### src/rtl/sensor_conditioner_pkg.sv
// Shared types and defaults for the parking-lot sensor conditioning stage.
package sensor_conditioner_pkg;

  typedef enum logic [1:0] {
    ZERO  = 2'b00,
    WAIT1 = 2'b01,
    ONE   = 2'b10,
    WAIT0 = 2'b11
  } db_state_t;

  // 20 ms of stable level at 50 MHz
  localparam int unsigned DB_TICKS_DEFAULT = 1000000;
  localparam int unsigned CNT_W_DEFAULT    = 24;

endpackage

### src/rtl/debounce_channel.sv
// One sensor channel: 2-flop synchroniser, debounce FSM with down-counter,
// registered level and one-cycle rise/fall strobes.
module debounce_channel
  import sensor_conditioner_pkg::*;
#(
  parameter int unsigned DB_TICKS = DB_TICKS_DEFAULT,
  parameter int unsigned CNT_W    = CNT_W_DEFAULT
) (
  input  logic clk,
  input  logic reset,
  input  logic raw,
  output logic db,
  output logic rise,
  output logic fall
);

  localparam logic [CNT_W-1:0] LOAD = CNT_W'(DB_TICKS - 1);

  logic             sync1;
  logic             s;
  db_state_t        state, state_nxt;
  logic [CNT_W-1:0] cnt, cnt_nxt;
  logic             rise_nxt, fall_nxt;

  always_ff @(posedge clk or posedge reset) begin
    if (reset) begin
      sync1 <= 1'b0;
      s     <= 1'b0;
    end else begin
      sync1 <= raw;
      s     <= sync1;
    end
  end

  always_comb begin
    state_nxt = state;
    cnt_nxt   = cnt;
    rise_nxt  = 1'b0;
    fall_nxt  = 1'b0;
    case (state)
      ZERO: begin
        if (s) begin
          state_nxt = WAIT1;
          cnt_nxt   = LOAD;
        end
      end
      WAIT1: begin
        if (!s) begin
          state_nxt = ZERO;
        end else if (cnt != '0) begin
          cnt_nxt = cnt - 1'b1;
        end else begin
          state_nxt = ONE;
          rise_nxt  = 1'b1;
        end
      end
      ONE: begin
        if (!s) begin
          state_nxt = WAIT0;
          cnt_nxt   = LOAD;
        end
      end
      WAIT0: begin
        if (s) begin
          state_nxt = ONE;
        end else if (cnt != '0) begin
          cnt_nxt = cnt - 1'b1;
        end else begin
          state_nxt = ZERO;
          fall_nxt  = 1'b1;
        end
      end
      default: state_nxt = ZERO;
    endcase
  end

  // Level and strobes come from the registered next state, so no raw-to-output path exists.
  always_ff @(posedge clk or posedge reset) begin
    if (reset) begin
      state <= ZERO;
      cnt   <= '0;
      db    <= 1'b0;
      rise  <= 1'b0;
      fall  <= 1'b0;
    end else begin
      state <= state_nxt;
      cnt   <= cnt_nxt;
      db    <= (state_nxt == ONE) || (state_nxt == WAIT0);
      rise  <= rise_nxt;
      fall  <= fall_nxt;
    end
  end

endmodule

### src/rtl/sensor_conditioner.sv
// Conditions the outer (A) and inner (B) optical-barrier sensors for the
// parking-lot entry/exit state machine; the two channels are independent.
module sensor_conditioner
  import sensor_conditioner_pkg::*;
#(
  parameter int unsigned DB_TICKS = DB_TICKS_DEFAULT,
  parameter int unsigned CNT_W    = CNT_W_DEFAULT
) (
  input  logic clk,
  input  logic reset,
  input  logic a_raw,
  input  logic b_raw,
  output logic a_db,
  output logic b_db,
  output logic a_rise,
  output logic a_fall,
  output logic b_rise,
  output logic b_fall
);

  debounce_channel #(
    .DB_TICKS(DB_TICKS),
    .CNT_W   (CNT_W)
  ) u_chan_a (
    .clk  (clk),
    .reset(reset),
    .raw  (a_raw),
    .db   (a_db),
    .rise (a_rise),
    .fall (a_fall)
  );

  debounce_channel #(
    .DB_TICKS(DB_TICKS),
    .CNT_W   (CNT_W)
  ) u_chan_b (
    .clk  (clk),
    .reset(reset),
    .raw  (b_raw),
    .db   (b_db),
    .rise (b_rise),
    .fall (b_fall)
  );

endmodule

### config.mk
export PLATFORM = sky130hd
export DESIGN_NAME = sensor_conditioner
export DESIGN_NICKNAME = d
export VERILOG_FILES = /design/src/rtl/sensor_conditioner_pkg.sv /design/src/rtl/debounce_channel.sv /design/src/rtl/sensor_conditioner.sv
export SDC_FILE = /design/constraint.sdc
export NUM_CORES = 1
export LEC_CHECK = 0
export CAP_MARGIN = 15
export CELL_PAD_IN_SITES_DETAIL_PLACEMENT = 0
export CELL_PAD_IN_SITES_GLOBAL_PLACEMENT = 1
export CORE_UTILIZATION = 29
export CTS_CLUSTER_DIAMETER = 40
export DETAILED_ROUTE_END_ITERATION = 16
export PLACE_DENSITY_LB_ADDON = 0.25
export SLEW_MARGIN = 15
export SYNTH_ARGS = -nofsm -noshare
export SYNTH_HDL_FRONTEND = slang
export SYNTH_SLANG_ARGS = --single-unit
### constraint.sdc
create_clock -name clk -period 4.25 [get_ports clk]
set_input_delay 1.0625 -clock clk [delete_from_list [all_inputs] [get_ports clk]]
set_output_delay 1.0625 -clock clk [all_outputs]
set_load 0.05 [all_outputs]
==> results of run 1 <==
[kinds of logic after synthesis]
group	count (synthesis)
compound gates	69
simple gates	158
xor+xnor	9
flops	62
buf+inv	23
fa+ha+maj	2
mux	8
[layout make-up]
| class | instances | area (sq um) | share of cell area |
|---|---|---|---|
| sequential | 62 | 1550 | 0.402 |
| clock inverter | 3 | 17.5 | 0.00454 |
| tap | 140 | 175 | 0.0454 |
| timing repair buffer | 13 | 120 | 0.0311 |
| multi-input combinational | 246 | 1690 | 0.437 |
| inverter | 10 | 38.8 | 0.0100 |
| clock buffer | 13 | 270 | 0.0700 |
[registers in the layout, indices dropped and copies added (netlist names), 2 cells and up]
| signal | count |
|---|---|
| u_chan_b.cnt | 24 |
| u_chan_b.state | 2 |
| u_chan_a.cnt | 24 |
| u_chan_a.state | 2 |
[report_power, final]
part / switching, mW / leakage [nW] / internal, mW
Combinational: 0.0565 / 0.577 / 0.0357
Clock: 0.262 / 0.142 / 0.440
Sequential: 0.0365 / 0.739 / 0.612
Total: 0.355 / 1.46 / 1.09
[worst max-delay path, cell delays in order (launching register included)]
cell and delay (ps):
dfrtp_1 420, inv_1 80, ha_1 170, nor3b_2 400, nand4_4 230, o21ai_4 490, inv_2 230, nand2_1 260
o21ai_0 160
[worst paths after layout]
check,from,endpoint,cells past startpoint,slack (ps)
max in group asynchronous,reset,u_chan_b.cnt[12],3,2330
worst min register to register,u_chan_a.sync1,u_chan_a.s,0,350
worst min-delay path,u_chan_a.sync1,u_chan_a.s,0,350
worst max-delay path,u_chan_b.cnt[0],u_chan_b.cnt[22],8,1680
min in group asynchronous,reset,u_chan_a.rise,2,1200
worst max register to register,u_chan_b.cnt[0],u_chan_b.cnt[22],8,1680
[stage by stage]
step / total power [mW] / std cells / setup slack, ps / cell area (sq um)
2_1_floorplan: 0.726 / 331 / 1650 / 3340
6_report: 1.44 / 487 / 1680 / 3860
3_5_place_dp: 0.753 / 471 / 1670 / 3570
4_1_cts: 1.46 / 487 / 1660 / 3860
5_1_grt: 1.51 / 487 / 1450 / 3860
3_3_place_gp: 0.752 / 471 / 1720 / 3570
[cell usage in the layout (no fill, tap or decap), types with 5 or more instances in the layout]
cell type	instances
o221ai_1	6
nand2_1	34
nor3b_1	5
clkdlybuf4s50_1	9
and3_1	6
o21ai_0	15
or4_1	8
a21oi_1	13
clkbuf_16	9
nand3_1	15
nor3_1	17
nor4_2	5
xor2_1	8
inv_1	7
nor2_1	18
nand3b_1	5
or3_1	5
nor4_1	7
mux2_2	6
o31ai_1	6
dfrtp_1	62
[metal layers]
metal	vias to the layer above	GRT usage	share of wire
met5	-	0	0
met2	17	0.210	0.45
li1	1282	-	-
met3	10	0.0213	0.015
met4	0	0.0610	0.014
met1	1272	0.199	0.52
==> results.yml, run 1 <==
yosys:
  synthFlopType: "dfrtp_1"
  synth_top_area_cell: "dfrtp_1"
  yosys.area_share.adder: 0.00749
  yosysMostFrequentCell: "dfrtp_1"
  synth.area.top_cells: "dfrtp_1 46%, nand2_1 3.8%, nor3_1 2.5%"
  synth-edff-count: 0
  syn_avg_cell_area_sq_um: 10.1
  seq_area_frac_synth: 0.464
  synth-seq-cells: 62
  netlist_instances: 331
  yosys.area.top_type_share: 0.464
  yosysWarnings: 0
  syn_nets: 337
  synth_compound_area_frac: 0.144
  yosys-mux-area-fraction: 0.0262
  syn_area_sq_um: 3340
  synth_simple_gate_area_frac: 0.304
  synth_cell_types: 62
  synth_top_family_by_area: "simple AND/OR/NAND/NOR gates"
  synthXorXnorAreaFrac: 0.0236
  ys_async_sr_fraction: 1.00
  synth_common_cells: "62 x dfrtp_1, 34 x nand2_1, 18 x nor2_1"
timing:
  rsz0062_at_grt: "no"
  finalSetupViolCount: 0
  fin_skew_ps: 5.45
  max_freq_mhz: 389
  hold_viol: 0
  post-route-period-util: 0.605
  drv_slew: 0
  setup_tns_ps: 0
  tightest_slew_ps: 850
  slew_headroom: 0.433
  hold_ws_ps: 347
  fin_crit_ps: 2570
run_status:
  outcome: "finished, final reports clean"
global_route:
  grt_pass1_vias: 2604
  antenna_found_initial: 0
  overflow: 0
  grt_start_max_net_pins: 49
  grt.total_usage: 0.140
  grt_pass1_wl_um: 12900
job:
  cap_violations: 0
critical_path:
  arrival_ps: 2760
  cp_max_fo: 19
  start_kind: "flip-flop"
  crit_required_ps: 4430
  crit_path_end_kind: "flip-flop"
  path_class: "flip-flop to flip-flop"
floorplan:
  chipHeight_um: 109
  ioPinCount: 10
  row_count: 38
  die_w_um: 109
  initial_core_util: 0.303
  dieArea_sq_um: 12000
  core_sq_um: 11000
drt:
  drtPass1Iterations: 5
  ant_nets: 0
  viasPerCell: 5.30
  via_count: 2581
  drt-initial-drc-count: 57
  drc_errors: 0
  wl_um: 7380
  wl_per_cell_um: 15.2
layout:
  final_util: 0.350
  drive_gt1_frac: 0.141
  n_fill_cell: 1134
  n_antenna_cell: 0
  area_growth_pct: 15.5
  nets: 348
cts:
  clk_root_buffer_cell: "clkbuf_16"
  cts_buffer_depth: 2
  cts_tree: "yes"
  clk_latency_ps: 320
  numCtsBuffers: 9
  clkTransAtPathRegs_ps: 60
  cts.sinks: 62
  cts_setup_buffers: 0
  holdBufCountCts: 0
  htree_levels: 3
  cts_resized: 0
placed_design:
  place_congestion: 0.728
  portBuffers: 9
  dp_hpwl_um: 4950
min_path:
  hold_class: "flip-flop to flip-flop"
power_and_ir_drop:
  power_leakage_nw: 1.46
  power_per_cell_area_nw_per_um2: 374
  peakVddDrop_uv: 148
(Power assumes the default switching activity.)
==> run 2: changes to the inputs <==
==> constraint.sdc (replaced) <==
create_clock -name clk -period 2.7 [get_ports clk]
set_input_delay 0.675 -clock clk [delete_from_list [all_inputs] [get_ports clk]]
set_output_delay 0.675 -clock clk [all_outputs]
set_load 0.05 [all_outputs]
==> run 2 against run 1 <==
Against the previous run: sequential share of layout area is 0.50 points lower; sequential cell count unchanged; die area is the same; non-clock buffer count increased by 5; combinational power is 70% higher; critical path depth fell by 1; critical path type unchanged.
==> results.yml, run 2 (synthesis results as in run 1) <==
run_status:
  outcome: "finished, final reports clean"
power_and_ir_drop:
  peakVddDrop_uv: 274
  power_leakage_nw: 1.49
  power_per_cell_area_nw_per_um2: 582
layout:
  largestRegisters: "u_chan_a.cnt: 24 flops, u_chan_b.cnt: 24 flops"
  n_fill_cell: 1151
  area_growth_pct: 17.0
  n_antenna_cell: 0
  final_util: 0.355
  layout.cells.most_common: "dfrtp_1"
  nets: 353
  drive_gt1_frac: 0.153
  layout_common_cells: "62 x dfrtp_1, 34 x nand2_1, 18 x nor2_1"
  finalInstanceArea_sq_um: 3910
cts:
  cts.sinks: 62
  cts_tree: "yes"
  cts_setup_buffers: 0
  numCtsBuffers: 9
  htree_levels: 3
  cts_resized: 0
  clk_root_buffer_cell: "clkbuf_16"
  clk_latency_ps: 330
  clkTransAtPathRegs_ps: 50
  cts_buffer_depth: 2
  holdBufCountCts: 0
timing:
  finalSetupViolCount: 0
  drv_slew: 0
  hold_viol: 0
  post-route-period-util: 0.833
  slew_headroom: 0.646
  layout_setup_ws_ps: 452
  fin_crit_ps: 2250
  rsz0062_at_grt: "no"
  max_freq_mhz: 445
  fin_skew_ps: 3.45
  setup_tns_ps: 0
  tightest_slew_ps: 526
drt:
  drt-initial-drc-count: 106
  via_count: 2624
  drc_errors: 0
  wl_um: 7590
  wl_per_cell_um: 15.4
  viasPerCell: 5.33
  ant_nets: 0
  drtPass1Iterations: 4
global_route:
  grt.total_usage: 0.145
  antenna_found_initial: 0
  grt_start_max_net_pins: 63
  grt_pass1_wl_um: 13100
  overflow: 0
  grt_pass1_vias: 2491
critical_path:
  worstPathCellList: "inv_1 > ha_1 > nor4b_1 > and3_1 > nand4_2 > or3b_1 > a21oi_1"
  crit_path_end_kind: "flip-flop"
  cpMaxStageDelayCell: "dfrtp_1"
  crit_required_ps: 2960
  arrival_ps: 2500
  path_class: "flip-flop to flip-flop"
  cp_top_family: "simple AND/OR/NAND/NOR gates"
  start_kind: "flip-flop"
  timing.critical_path.buf_inv: 1
  critPathMaxStageDelay_ps: 430
  cp_max_fo: 7
floorplan:
  chipHeight_um: 109
  initial_core_util: 0.303
  die_w_um: 109
  dieArea_sq_um: 12000
  row_count: 38
  core_sq_um: 11000
  ioPinCount: 10
placed_design:
  place_congestion: 0.715
  portBuffers: 9
  place_ws_ps: 483
  dp_hpwl_um: 5040
  postPlaceCellArea_sq_um: 3620
min_path:
  hold_class: "flip-flop to flip-flop"
job:
  cap_violations: 0
==> run 2: per-stage QoR <==
stage | total power, mW | cells | hold WS [ps]
2_1_floorplan | 1.14 | 331 | 331
3_3_place_gp | 1.19 | 476 | 334
3_5_place_dp | 1.20 | 476 | 335
4_1_cts | 2.31 | 492 | 347
5_1_grt | 2.38 | 492 | 359
6_report | 2.28 | 492 | 345
==> run 2: area by class of cell <==
class	count	area, sq um	share of cell area
multi-input combinational	246	1690	0.432
sequential	62	1550	0.397
clock buffer	13	270	0.0691
tap	140	175	0.0448
timing repair buffer	18	170	0.0435
inverter	10	37.5	0.00960
clock inverter	3	17.5	0.00448
==> run 2: path summary, 6_finish.rpt <==
check	from	slack, ps	cells past startpoint	endpoint
min in group asynchronous	reset	740	3	u_chan_a.cnt[9]
worst min register to register	u_chan_a.sync1	350	0	u_chan_a.s
worst max register to register	u_chan_a.cnt[0]	450	7	u_chan_a.cnt[22]
worst max-delay path	u_chan_a.cnt[0]	450	7	u_chan_a.cnt[22]
max in group asynchronous	reset	1690	3	u_chan_b.fall
worst min-delay path	u_chan_a.sync1	350	0	u_chan_a.s
==> run 2: where the power goes <==
part | total [mW] | internal, mW | switching [mW]
Combinational | 0.157 | 0.0616 | 0.0951
Sequential | 1.02 | 0.964 | 0.0567
Clock | 1.10 | 0.693 | 0.406
==> run 2: worst register-to-register path: stages (launching register included) <==
cell     delay, ps
dfrtp_1        430
inv_1           90
ha_1           190
nor4b_1        360
and3_1         320
nand4_2        220
or3b_1         420
a21oi_1        140
==> run 2: metal layers <==
metal	wire, um	vias to the layer above	share of wire	GRT usage
met1	4000	1297	0.53	0.215
met2	3280	24	0.43	0.201
met5	0	-	0	0
li1	-	1291	-	-
met3	177	12	0.023	0.0302
met4	136	0	0.018	0.0657
==> run 3: changes to the inputs <==
==> constraint.sdc (replaced) <==
create_clock -name clk -period 1.9 [get_ports clk]
set_input_delay 0.475 -clock clk [delete_from_list [all_inputs] [get_ports clk]]
set_output_delay 0.475 -clock clk [all_outputs]
set_load 0.05 [all_outputs]
==> run 3 against run 2 <==
Against the previous run: final cell count is 13% higher; first-iteration DRC count rose by 8.5%; sequential cell count is the same; critical endpoint is now u_chan_b.cnt[6]; largest power group unchanged.
==> results.yml, run 3 (synthesis results as in run 1) <==
cts:
  clk_root_buffer_cell: "clkbuf_16"
  clkTransAtPathRegs_ps: 60
  cts_buffer_depth: 2
  clk_latency_ps: 330
  cts.sinks: 62
  cts_tree: "yes"
  htree_levels: 3
  numCtsBuffers: 9
min_path:
  hold_end: "u_chan_a.s"
  min_from: "u_chan_a.sync1"
  hold_class: "flip-flop to flip-flop"
  whs_path_depth: 0
floorplan:
  ioPinCount: 10
  chipHeight_um: 109
  initial_core_util: 0.303
  core_sq_um: 11000
  row_count: 38
  die_w_um: 109
  dieArea_sq_um: 12000
timing:
  fin_crit_ps: 1900
  fin_skew_ps: 8.75
  drv_slew: 0
  max_freq_mhz: 526
  tightest_slew_ps: 570
  setup_tns_ps: 0
  finalSetupViolCount: 0
  post-route-period-util: 1.00
  hold_viol: 0
  slew_headroom: 0.616
  rsz0062_at_grt: "yes"
critical_path:
  r2r_cells: 8
  arrival_ps: 2110
  critPathLaunch: "u_chan_b.cnt[1]"
  crit_path_end_kind: "flip-flop"
  crit_required_ps: 2120
  cp_max_fo: 8
  path_class: "flip-flop to flip-flop"
  start_kind: "flip-flop"
  rr_endpoint: "u_chan_b.cnt[6]"
  r2r-start: "u_chan_b.cnt[1]"
  rrSetupSlack_ps: 0.3
layout:
  drive_gt1_frac: 0.366
  n_antenna_cell: 0
  nets: 416
  fin_cells: 555
  largestRegisters: "u_chan_a.cnt: 24 flops, u_chan_b.cnt: 24 flops"
  layout.cells.most_common: "buf_4"
  area_growth_pct: 39.9
  layout_common_cells: "69 x buf_4, 59 x dfrtp_1, 32 x nand2_1"
global_route:
  grt_pass1_vias: 2747
  antenna_found_initial: 0
  grt.total_usage: 0.146
  grt_pass1_wl_um: 13400
  grt_start_max_net_pins: 56
  overflow: 0
power_and_ir_drop:
  peakVddDrop_uv: 406
  power_per_cell_area_nw_per_um2: 775
  power_leakage_nw: 1.90
job:
  cap_violations: 0
drt:
  wl_per_cell_um: 14.5
  ant_nets: 0
  drc_errors: 0
  drt-initial-drc-count: 115
  viasPerCell: 5.20
  wl_um: 8020
  via_count: 2886
  drtPass1Iterations: 4
placed_design:
  place_congestion: 0.748
  dp_hpwl_um: 5360
  portBuffers: 9
  dp.cells: 529
run_status:
  outcome: "finished, final reports clean"
## run 3: cell types whose count changed in the layout (fill, tap and decap cells not counted), moves of 4 or more
cell             previous run  this run
nand3_2                     1         5
clkdlybuf4s50_1             9         3
buf_4                       8        69
buf_6                       0         6
nor4_4                      4         9
nand3_1                    15        11
## run 3: worst max-delay path by stage
stage | slack, ps | to | depth (start not counted)
global placement | -4 | u_chan_b.cnt[22] | 6
CTS | 10 | u_chan_a.cnt[22] | 7
detailed placement | -40 | u_chan_b.cnt[22] | 8
finish | 0.3 | u_chan_b.cnt[6] | 8
floorplan | -10 | u_chan_b.cnt[2] | 9
global route | -110 | u_chan_b.cnt[6] | 8
## run 3: metrics by stage
| stage | hold WS, ps | setup WS, ps | power [mW] | cell area (sq um) | util |
|---|---|---|---|---|---|
| 4_1_cts | 360 | 14.5 | 3.62 | 4400 | 0.399 |
| 6_report | 357 | 0.272 | 3.62 | 4680 | 0.424 |
| 5_1_grt | 374 | -111 | 3.78 | 4680 | 0.424 |
| 3_3_place_gp | 336 | -4.28 | 1.76 | 4030 | 0.365 |
| 3_5_place_dp | 347 | -40.6 | 1.76 | 4030 | 0.365 |
| 2_1_floorplan | 331 | -14.4 | 1.63 | 3360 | - |
## run 3: timing repair
action	4_1_cts	5_1_grt
buffers inserted	2	8
hold buffers	0	0
gates resized for setup	6	51
endpoints found under the setup margin	9	40
pin swaps	3	11
## run 3: cell type report
cell class | count | area (sq um)
Tap cell | 140 | 175
Clock buffer | 13 | 270
Inverter | 10 | 46.3
Multi-Input combinational cell | 246 | 1900
Clock inverter | 3 | 65.1
Timing Repair Buffer | 81 | 666
Fill cell | 1098 | 6350
Sequential cell | 62 | 1560
## run 3: worst max-delay path: stages, from the launching register on
cell     delay, ps
dfrtp_2        430
inv_2           70
ha_4           130
nor3b_4        260
nand4_4        170
o21ai_4        230
buf_8          160
nor4_1          50
a311o_1        280
## run 3: routing by layer
metal,vias to the layer above,share of wire,track usage
met2,25,0.47,0.221
met5,-,0,0
met1,1434,0.50,0.203
met3,10,0.020,0.0338
li1,1417,-,-
met4,0,0.012,0.0514
## run 3: power breakdown
| part | internal [mW] | leakage (nW) | total, mW | switching, mW |
|---|---|---|---|---|
| clock network | 1.25 | 0.166 | 1.82 | 0.571 |
| registers | 1.37 | 0.736 | 1.44 | 0.0660 |
| logic | 0.164 | 0.996 | 0.361 | 0.198 |
| total | 2.79 | 1.90 | 3.62 | 0.835 |
==> RTL edit, RTL diff (flow settings as in run 2) <==
The package constant `DB_TICKS_DEFAULT` goes from 1000000 to 500000.
--- a/src/rtl/sensor_conditioner_pkg.sv
+++ b/src/rtl/sensor_conditioner_pkg.sv
@@ -9,7 +9,7 @@
   } db_state_t;
 
   // 20 ms of stable level at 50 MHz
-  localparam int unsigned DB_TICKS_DEFAULT = 1000000;
+  localparam int unsigned DB_TICKS_DEFAULT = 500000;
   localparam int unsigned CNT_W_DEFAULT    = 24;
 
 endpackage
Check against the original RTL: same outputs for any inputs over 10 cycles, from zero or initial values and one cycle with reset high; that may be too few to reach the edited logic, so the function may still have changed.
==> RTL edit against run 2 <==
Synthesized area down 3.7%; non-clock buffer count up 4; critical endpoint is now u_chan_b.cnt[0]; sequential cell count unchanged; largest power group is now registers; clock power down 25%; design area down 4.3%; wire length down 0.66%; total power down 14%; critical path depth down 2; clock skew up 14 ps; setup slack worse by 150 ps; largest cell class unchanged; core utilization down 0.91 points.
==> RTL edit: results (changes against run 2) <==
{| class="wikitable"
! Metric !! Value
|-
| First-pass GRT wire length || 12.9 mm (-1.4%)
|-
| Slowest stage cell on the critical path || sky130_fd_sc_hd__nor4_4
|-
| Worst vdd rail ir drop || 189 uV (-31%)
|-
| Async set or reset register ratio after synthesis || 1.00 (unchanged)
|-
| Slowest cell delay on critical path || 560 ps (+130 ps)
|-
| Total CTS buffers || 9 (unchanged)
|-
| Status || finished, final reports clean
|-
| Ranking of synthesized cells by area || sky130_fd_sc_hd__dfrtp_1 48%, sky130_fd_sc_hd__nand2_1 3.1%, sky130_fd_sc_hd__nor2_1 3.1%, sky130_fd_sc_hd__or4_1 2.8%, sky130_fd_sc_hd__nand3_1 2.3%
|-
| Maximum fanout along the worst path || 14 (+7)
|-
| Leak pwr || 1.41 nW (-5.4%)
|-
| Half-perimeter wire length of the detailed placement result || 5.09 mm (+1.0%)
|-
| Clock edge transition at the registers on the reported setup and hold paths || 80 ps (+30 ps)
|-
| Gp weighted congestion || 0.778 (+8.7%)
|-
| Critical path destination || u_chan_b.cnt[0]
|-
| Launch point of the worst hold path || u_chan_b.sync1
|-
| Routed wire length per instance || 15.3 um (-1.1%)
|-
| CP Launch Point || u_chan_b.cnt[2]
|-
| Max clock buf depth || 2 (unchanged)
|-
| Proportion of total power due to net switching || 0.267 (+0.0221)
|-
| Data arrival, critical path || 2620 ps (+120 ps)
|-
| Drt initial violations || 211 (+99%)
|-
| Worst skew pair latency || 340 ps
|-
| Pin count of the biggest net entering global routing || 45 (-29%)
|-
| Post-CTS Repair Setup Buffers || 0 (unchanged)
|-
| Number of distinct library cells after synthesis || 50 (-19%)
|-
| Share of cells above drive strength 1 || 0.124 (-0.0291)
|-
| Global-route usage over all layers || 0.145 (-0.000483)
|-
| Routed vias || 2566 (-2.2%)
|-
| Register-to-register setup slack || 300 ps (-150 ps)
|-
| Sequential cell area fraction in the yosys report || 0.482 (+0.0177)
|-
| CTS Root Buffer Type || sky130_fd_sc_hd__clkbuf_8
|-
| Min-delay worst type || reg -> reg
|-
| Leading cell types by count after synthesis || 62 x sky130_fd_sc_hd__dfrtp_1, 27 x sky130_fd_sc_hd__nand2_1, 27 x sky130_fd_sc_hd__nor2_1
|-
| Depth of the worst register-to-register path || 5 (-2)
|-
| Headroom to the max-slew limit || 0.455 (-0.191)
|-
| Fill cell instance count of the final layout || 1108 (-3.7%)
|-
| Post-route clock skew || 17.5 ps (+14.0 ps)
|-
| Final layout net count || 355 (+0.57%)
|}
## RTL edit: through the flow
stage | setup WS (ps) | std cells | hold WS [ps] | instance area, um2
3_3_place_gp | 323 | 478 | 335 | 3550
2_1_floorplan | 484 | 327 | 331 | 3220
5_1_grt | 121 | 494 | 359 | 3740
4_1_cts | 323 | 494 | 358 | 3740
6_report | 297 | 494 | 355 | 3740
3_5_place_dp | 345 | 478 | 335 | 3550
## RTL edit: metal layers
metal	up-vias	wire length (um)	global-route usage
met2	29	3240	0.206
met3	4	200	0.0291
met1	1267	4050	0.215
li1	1266	-	-
met4	0	51	0.0489
met5	-	0	0
## RTL edit: layout make-up
class	instances	share of cell area
inverters	9	0.00902
well taps	140	0.0468
repair buffers	22	0.0535
multi-input cells	245	0.423
flip-flops and latches	62	0.414
clock buffers	9	0.0331
clock inverters	7	0.0200
## RTL edit: cells by family (layout without fill, tap and decap cells)
kind of cell             Yosys count  in the layout  share of synthesized area
AND/OR/NAND/NOR                  165            165                      0.308
multiplexers                       9              9                     0.0303
AO/OA/AOI/OAI                     53             53                      0.103
buffers and inverters             20             47                     0.0260
XOR/XNOR                          16             16                     0.0435
flip-flops                        62             62                      0.482
adder cells (fa/ha/maj)            2              2                    0.00777
## RTL edit: how the worst min path moves through the flow
stage               slack (ps)          to  cells past startpoint
global placement           330  u_chan_b.s                      0
detailed placement         330  u_chan_b.s                      0
finish                     350  u_chan_b.s                      0
global route               360  u_chan_b.s                      0
CTS                        360  u_chan_b.s                      0
floorplan                  330  u_chan_a.s                      0
## RTL edit: worst reg2reg max path, cell delays in order (launching register included)
cell and delay (ps):
sky130_fd_sc_hd__dfrtp_1 470, sky130_fd_sc_hd__nor4_4 570, sky130_fd_sc_hd__and4b_1 400, sky130_fd_sc_hd__a31o_2 340, sky130_fd_sc_hd__inv_2 180, sky130_fd_sc_hd__mux2_1 340
## RTL edit: power by group through the flow
| stage | Sequential (mW) | Combinational (mW) | Clock, mW |
|---|---|---|---|
| after floorplan | 0.997 | 0.0921 | 0 |
| after global placement | 1.01 | 0.140 | 0 |
| after detailed placement | 1.01 | 0.141 | 0 |
| after CTS | 0.990 | 0.141 | 0.855 |
| after global routing | 0.995 | 0.156 | 0.896 |
| final | 0.991 | 0.139 | 0.825 |
